--- src/rtl/caravel_counter_timer_pkg.sv ---
// Shared constants for the caravel counter/timer peripheral:
// config bit positions and register widths.
package caravel_counter_timer_pkg;

    localparam int REG_W = 32;
    localparam int CFG_W = 5;

    localparam int CFG_EN      = 0;
    localparam int CFG_ONESHOT = 1;
    localparam int CFG_UPDOWN  = 2;
    localparam int CFG_CHAIN   = 3;
    localparam int CFG_IRQEN   = 4;

endpackage

--- src/rtl/caravel_counter_timer.sv ---
// 32-bit up/down, one-shot/continuous counter/timer with chaining.
// Ports: clkin/resetn (async active-low), byte-strobed count (reg_val_*),
// data (reg_dat_*) and config (reg_cfg_*) registers, chain_in tick from a
// lower timer, term_out terminal pulse, irq_out level interrupt.
// Macro COUNTER_TIMER_IRQ_EN: adds irq_out, the irq flag and config bit 4.
module caravel_counter_timer
    import caravel_counter_timer_pkg::*;
(
    input  logic             clkin,
    input  logic             resetn,
    input  logic [3:0]       reg_val_we,
    input  logic [REG_W-1:0] reg_val_di,
    output logic [REG_W-1:0] reg_val_do,
    input  logic [3:0]       reg_dat_we,
    input  logic [REG_W-1:0] reg_dat_di,
    output logic [REG_W-1:0] reg_dat_do,
    input  logic             reg_cfg_we,
    input  logic [CFG_W-1:0] reg_cfg_di,
    output logic [CFG_W-1:0] reg_cfg_do,
    input  logic             chain_in,
    output logic             term_out
`ifdef COUNTER_TIMER_IRQ_EN
    ,
    output logic             irq_out
`endif
);

`ifdef COUNTER_TIMER_IRQ_EN
    localparam logic [CFG_W-1:0] CFG_WMASK = 5'h1f;
`else
    localparam logic [CFG_W-1:0] CFG_WMASK = 5'h0f;
`endif

    function automatic logic [REG_W-1:0] f_byte_wr(
        input logic [REG_W-1:0] old,
        input logic [REG_W-1:0] di,
        input logic [3:0]       we
    );
        logic [REG_W-1:0] v;
        v = old;
        for (int b = 0; b < 4; b++) begin
            if (we[b]) v[b*8 +: 8] = di[b*8 +: 8];
        end
        return v;
    endfunction

    logic [REG_W-1:0] r_count;
    logic [REG_W-1:0] r_data;
    logic [CFG_W-1:0] r_cfg;
    logic             r_term;

    logic             w_cnt_wr;
    logic             w_tick;
    logic             w_at_term;
    logic             w_term_hit;
    logic [REG_W-1:0] w_count_nxt;
    logic [CFG_W-1:0] w_cfg_nxt;

    assign w_cnt_wr  = |reg_val_we;
    assign w_tick    = r_cfg[CFG_EN] &
                       (r_cfg[CFG_CHAIN] ? chain_in : 1'b1);
    assign w_at_term = r_cfg[CFG_UPDOWN] ? (r_count == r_data)
                                         : (r_count == '0);
    // A CPU count write overrides the tick, including its terminal event.
    assign w_term_hit = w_tick & ~w_cnt_wr & w_at_term;

    always_comb begin
        w_count_nxt = r_count;
        if (w_cnt_wr) begin
            w_count_nxt = f_byte_wr(r_count, reg_val_di, reg_val_we);
        end else if (w_tick) begin
            if (w_at_term) begin
                if (!r_cfg[CFG_ONESHOT])
                    w_count_nxt = r_cfg[CFG_UPDOWN] ? '0 : r_data;
            end else begin
                w_count_nxt = r_cfg[CFG_UPDOWN] ? r_count + 32'd1
                                                : r_count - 32'd1;
            end
        end
    end

    always_comb begin
        w_cfg_nxt = r_cfg;
        if (w_term_hit && r_cfg[CFG_ONESHOT]) w_cfg_nxt[CFG_EN] = 1'b0;
        // An explicit config write wins over the one-shot self-disable.
        if (reg_cfg_we) w_cfg_nxt = reg_cfg_di & CFG_WMASK;
    end

    always_ff @(posedge clkin or negedge resetn) begin
        if (!resetn) begin
            r_count <= '0;
            r_data  <= '0;
            r_cfg   <= '0;
            r_term  <= 1'b0;
        end else begin
            r_count <= w_count_nxt;
            r_data  <= f_byte_wr(r_data, reg_dat_di, reg_dat_we);
            r_cfg   <= w_cfg_nxt;
            r_term  <= w_term_hit;
        end
    end

`ifdef COUNTER_TIMER_IRQ_EN
    logic r_irq;
    logic w_irq_clr;

    assign w_irq_clr = w_cnt_wr | (reg_cfg_we & ~reg_cfg_di[CFG_IRQEN]);

    always_ff @(posedge clkin or negedge resetn) begin
        if (!resetn) begin
            r_irq <= 1'b0;
        end else if (w_irq_clr) begin
            r_irq <= 1'b0;
        end else if (w_term_hit && r_cfg[CFG_IRQEN]) begin
            r_irq <= 1'b1;
        end
    end

    assign irq_out = r_irq;
`endif

    assign reg_val_do = r_count;
    assign reg_dat_do = r_data;
    assign reg_cfg_do = r_cfg;
    assign term_out   = r_term;

endmodule

--- config.mk ---
export PLATFORM = sky130hd
export DESIGN_NAME = caravel_counter_timer
export DESIGN_NICKNAME = d
export VERILOG_FILES = /design/src/rtl/caravel_counter_timer_pkg.sv /design/src/rtl/caravel_counter_timer.sv
export SDC_FILE = /design/constraint.sdc
export NUM_CORES = 1
export LEC_CHECK = 0
export ABC_AREA = 0
export BUFFER_PORTS_ARGS = -buffer_cell sky130_fd_sc_hd__clkbuf_2
export CAP_MARGIN = 5
export CORE_ASPECT_RATIO = 1.75
export CORE_MARGIN = 4
export CORE_UTILIZATION = 45
export DETAILED_ROUTE_END_ITERATION = 6
export MAX_ROUTING_LAYER = met4
export PLACE_DENSITY = 0.7
export SLEW_MARGIN = 20
export SYNTH_ARGS = -nofsm -noshare
export SYNTH_HDL_FRONTEND = slang
export SYNTH_SLANG_ARGS = --single-unit
--- constraint.sdc ---
create_clock -name clkin -period 8.2 [get_ports clkin]
set_clock_uncertainty 0.1 [all_clocks]
set_input_delay 0 -clock clkin [delete_from_list [all_inputs] [get_ports clkin]]
set_output_delay 0 -clock clkin [all_outputs]
set_load 0.02 [all_outputs]
Yosys cells after proc, flatten, opt, wreduce, memory -nomap -nowiden
Index checks and enable logic that the tools add are counted.
{"block": "totals", "ff_bits": 69, "out_inout_bits": 70}
{"block": "classes", "reduce_logical": 9, "mux": 14, "n_addsub": 2, "bitwise_logic": 4, "n_eq_ne": 6}
{"op": "$mux 32", "n": 6}
{"op": "$add 32x1->32 const B", "n": 1}
{"op": "$eq 32x32->1", "n": 1}
{"op": "$logic_not 32->1", "n": 1}
{"op": "$mux 8", "n": 4}
{"op": "$sub 32x1->32 const B", "n": 1}
{"op": "$reduce_and 3->1", "n": 4}
{"op": "$ne 2x2->1 const B", "n": 4}
{"op": "$mux 1", "n": 4}
{"op": "$reduce_bool 2->1", "n": 2}
{"op": "$reduce_or 4->1", "n": 1}
{"op": "$and 1x1->1", "n": 3}
{"op": "$ne 3x3->1 const B", "n": 1}
{"op": "$logic_and 1x1->1", "n": 1}
{"op": "$not 1->1", "n": 1}

Logic depth before layout (Yosys ltp)
{"block": "logic_depth", "depth_word": 7, "depth_mapped": 14, "depth_no_buf": 12}

Least setup slack after synthesis
Ideal clock, no wire load.
{"block": "synth_path", "kind": "reg2reg", "start": "reg r_cfg[2] (netlist: reg_cfg_do[2])", "end": "reg r_count[29] (netlist: reg_val_do[29])", "slack_ns": 4.257, "path_stages_with_launch": 15, "period_less_slack_ns": 3.943, "t_arrival_ns": 3.717, "path_buffers": 2, "required_time_ns": 7.974, "setup_ns": 0.126, "cell_sequence": "dfrtp_1 -> clkinv_1 -> clkbuf_1 -> ha_1 -> buf_2 -> a21oi_1 -> o21ai_0 -> a31o_1 -> a31o_2 -> a21oi_2 -> a21oi_2 -> a31oi_1 -> mux2i_1 -> a21oi_1 -> a221o_1"}
{"block": "synth_via", "elab_chain_len": 5, "word_cells_on_any_way": 9}
{"item": "start: declaration", "line_no": "caravel_counter_timer.sv:49", "source": "logic [CFG_W-1:0] r_cfg;"}
{"item": "start signal: assignment", "line_no": "caravel_counter_timer.sv:98", "source": "r_cfg <= w_cfg_nxt;"}
{"item": "$mux 32", "line_no": "caravel_counter_timer.sv:74", "source": "w_count_nxt = r_cfg[CFG_UPDOWN] ? '0 : r_data;"}
{"item": "$mux 32", "line_no": "caravel_counter_timer.sv:73", "source": "if (!r_cfg[CFG_ONESHOT])"}
{"item": "$mux 32", "line_no": "caravel_counter_timer.sv:72", "source": "if (w_at_term) begin"}
{"item": "$mux 32", "line_no": "caravel_counter_timer.sv:71", "source": "end else if (w_tick) begin"}
{"item": "$mux 32", "line_no": "caravel_counter_timer.sv:69", "source": "if (w_cnt_wr) begin"}
{"item": "end signal: assignment", "line_no": "caravel_counter_timer.sv:96", "source": "r_count <= w_count_nxt;"}
{"item": "end: declaration", "line_no": "caravel_counter_timer.sv:47", "source": "logic [REG_W-1:0] r_count;"}
Parallel ways exist; a longest one is shown, timed or not. The select of a mux whose other input is x is not followed.
A chain may end at the register's enable or synchronous reset.

Worst setup path after layout
{"block": "layout_path", "start": "reg r_cfg[2] (netlist: reg_cfg_do[2])", "end": "reg r_count[27] (netlist: reg_val_do[27])"}
The elaborated chain is that of the path after synthesis.

==> summary.txt <==
STA
  – Final Hold Viols: 0
  – Setup TNS: 0 ns
  – Worst slew pin tran: 1.10 ns
  – Fmax: ~0.24 GHz
  – Fin Hold WS: 0.00662 ns
  – RSZ-0062 raised after global routing: no
  – Max-slew headroom at the worst pin: 26.9%
  – Slew Viols, Final: 0
  – Tcrit/Tclk final: 51.6%
  – Final Setup Violations: 0
  – Post-route minimum period: 4.23 ns

Global route
  – GR Util met1: 31.8%
  – Vias in the first global route: 6,171
  – M3 GR Usage: 3.13%
  – Total GRT Usage: 30.0%
  – Initial antenna violation count: 0
  – Routing usage on met2: about 55%
  – Largest net degree at the start of global routing: 70
  – First-pass GRT wire length: between 30 and 40 mm
  – Remaining global-route overflow: 0
  – GR peak layer: met2

Detailed routing
  – Post-detailed-route count of antenna-violating nets: 0
  – Vias per cell: 5.92
  – Post-route DRC: 0
  – Final WL: 20.6 mm
  – Detailed Route Iter0 Violations: about 280
  – Via Count: 5,948
  – Routed wire per std cell: between 20 and 25 um
  – Drt pass-1 iters: 5

Clocking
  – Htree depth: 3
  – Longest Clk Path Bufs: 2
  – Post-CTS setup buffer count: 0
  – CTS buffer count: 9
  – Clk_lat worst skew: 0.33 ns
  – # clock sinks: 69
  – Worst-path clk slew: ~0.060 ns
  – TritonCTS clock tree: done
  – Clock Tree Root: clkbuf_16

Floorplan
  – Die height: 154 um
  – Area of the die: 14,000 um2
  – Boundary pin count: 151
  – Row cnt: 53
  – Starting Density: 45.7%
  – Die width: 91.3 um
  – Core area: 11,900 um2

Place
  – DP Area: 6260 um2
  – Gpl congestion: 0.988
  – Number of port buffers: roughly 150
  – HPWL after DPL: 14.2 mm

Setup path
  – CP endpoint kind: register
  – Worst Path Required: ~8.3 ns
  – Crit-path slowest cell: clkinv_1
  – Crit path max-delay family: compound AO/OA/AOI/OAI gates
  – WS Path Type: register to register
  – Worst EP arrival: between 4 and 5 ns
  – Critical-path maximum fanout: 30
  – Bufs and invs on worst path: 2
  – Cell Chain, Critical Path: clkinv_1, buf_4, ha_1, a21o_1, a21oi_1, a21boi_2, a41oi_2, o32ai_2, a22oi_2, o21ai_2, xnor2_1, a2bb2oi_1, a221oi_2
  – Max incr delay on CP: 0.57 ns
  – CP Launch Type: register

Worst hold path
  – Hold Path Class: input port to register

Flow run
  – Max-Cap Viols: 0

Synth
  – Synth Net Count: about 740
  – Synth area leader: dfrtp_1
  – Ys flop type: dfrtp_1
  – Seq/Total Area, Yosys: between 30% and 40%
  – Distinct cells, synth: 69
  – Synth Instances: 632
  – Async S/R FF share, synth: 100%
  – Mapped cell area: 5460 um2
  – Number of synthesized flops with an enable pin: 0
  – Synthesized area per cell: 8.64 um2
  – Top cell type's share of synthesized area: 31.6%
  – Yosys warnings: 0
  – Post-synthesis register bit count: 69
  – Top cells by area, synth: dfrtp_1 32%, ha_1 6.9%, mux2_2 6.8%, a21oi_1 4.8%, o21ai_0 4.6%

Cells and area
  – Commonest cells after routing, fill and taps aside: 147 x clkbuf_2, 100 x dlygate4sd3_1, 69 x dfrtp_1, 62 x nand2_1, 52 x a21oi_1
  – Fin nets: 973
  – Layout cells sized above 1: approximately a quarter
  – Final instance area: 7580 um2
  – Commonest non-fill, non-tap cell in the layout: clkbuf_2
  – Area grow syn2layout: 38.9%
  – Filler Cell Count: slightly below 1,000

Power
  – Max IR drop VDD: 0.120 mV
  – Pwr/cell area: 196 nW/um2
  – P_leak: 3.43 nW

Status
  – Outcome: finished, final reports clean
## report_power, final
group          internal, mW  switching [mW]  total, mW
logic                 0.268           0.357      0.625
clock network         0.265           0.158      0.423
registers             0.377          0.0632      0.441
total                 0.910           0.579       1.49
## worst register-to-register path: stages (launching register included)
cell,delay [ns]
dfrtp_1,0.50
clkinv_1,0.57
buf_4,0.47
ha_1,0.39
a21o_1,0.19
a21oi_1,0.24
a21boi_2,0.13
a41oi_2,0.35
o32ai_2,0.19
a22oi_2,0.34
o21ai_2,0.11
xnor2_1,0.14
a2bb2oi_1,0.15
a221oi_2,0.28
## synth_stat cells (2+ instances only)
library cell,instances
o21ai_1,19
o211ai_1,9
nand2b_1,7
nand4_1,11
o21ai_0,50
a211oi_1,4
o21a_1,3
clkbuf_1,21
o31ai_1,3
a21o_1,17
mux2_2,33
o21bai_1,3
ha_1,30
nand3_1,18
dfrtp_1,69
a31oi_1,10
buf_4,3
a31o_2,2
nor4_1,12
inv_1,12
xnor2_1,27
and4_1,3
a221oi_2,2
or2_2,2
a21oi_1,52
mux2i_1,2
nor2_2,5
a22o_1,3
buf_2,10
o22ai_1,4
xor2_1,27
nor2_1,39
nand2_1,62
a21oi_2,5
a31o_1,2
nor2b_1,5
and3_1,4
nor3_1,11
## layer usage
metal  share of wire [%]  routed length, um
met4                 4.7                961
met2                  55              11400
met3                 3.8                776
met5                   0                  0
met1                  36               7460
## cells by family (layout without fill, tap and decap cells)
kind of cell | Yosys count | in the layout | share of synthesized area [%]
AO/OA/AOI/OAI | 208 | 208 | 24.8
AND/OR/NAND/NOR | 187 | 187 | 16.8
flip-flops | 69 | 69 | 31.6
XOR/XNOR | 54 | 54 | 8.66
buffers and inverters | 47 | 280 | 3.67
multiplexers | 35 | 35 | 7.17
adder cells (fa/ha/maj) | 31 | 31 | 7.24
other | 1 | 3 | 0.0687
## stage by stage
stage	worst slack, ns	instances	util [%]	power (mW)
global placement	4.05	887	52.5	1.00
finish	3.97	1004	63.5	1.49
CTS	4.03	1002	63.5	1.48
floorplan	4.26	632	-	0.832
global route	3.77	1002	63.5	1.57
detailed placement	4.03	887	52.5	1.01
## sequential cells by signal, summed over array words and instances (netlist names)
register and cells:
reg_dat_do 32, reg_cfg_do 4, term_out 1, reg_val_do 32
## cell type report
| type | count | area [um2] | area share, % |
|---|---|---|---|
| clock inverter | 6 | 88.8 | 1.17 |
| sequential | 69 | 1730 | 22.8 |
| antenna | 2 | 5.00 | 0.0660 |
| timing repair buffer | 252 | 1770 | 23.4 |
| clock buffer | 9 | 225 | 2.97 |
| tap | 137 | 171 | 2.26 |
| multi-input combinational | 516 | 3550 | 46.8 |
| inverter | 13 | 48.8 | 0.643 |
## path summary, 6_finish.rpt
path,from,endpoint,slack (ns),depth (start not counted)
worst max-delay path,reg_cfg_do[2],reg_val_do[27],3.97,13
worst min-delay path,reg_dat_we[0],reg_dat_do[3],0.007,2
worst max register to register,reg_cfg_do[2],reg_val_do[27],3.97,13
worst min register to register,reg_dat_do[16],reg_dat_do[16],0.50,1
max in group asynchronous,resetn,reg_val_do[15],7.07,3
min in group asynchronous,resetn,reg_val_do[24],0.32,3
## repair_timing
action / 4_1_cts / 5_1_grt
gates resized for setup: 0 / 0
hold buffers: 100 / 0
endpoints found under the hold margin: 137 / 0
setup endpoints to repair: 0 / 0
Power figures use the tool's default switching activity.
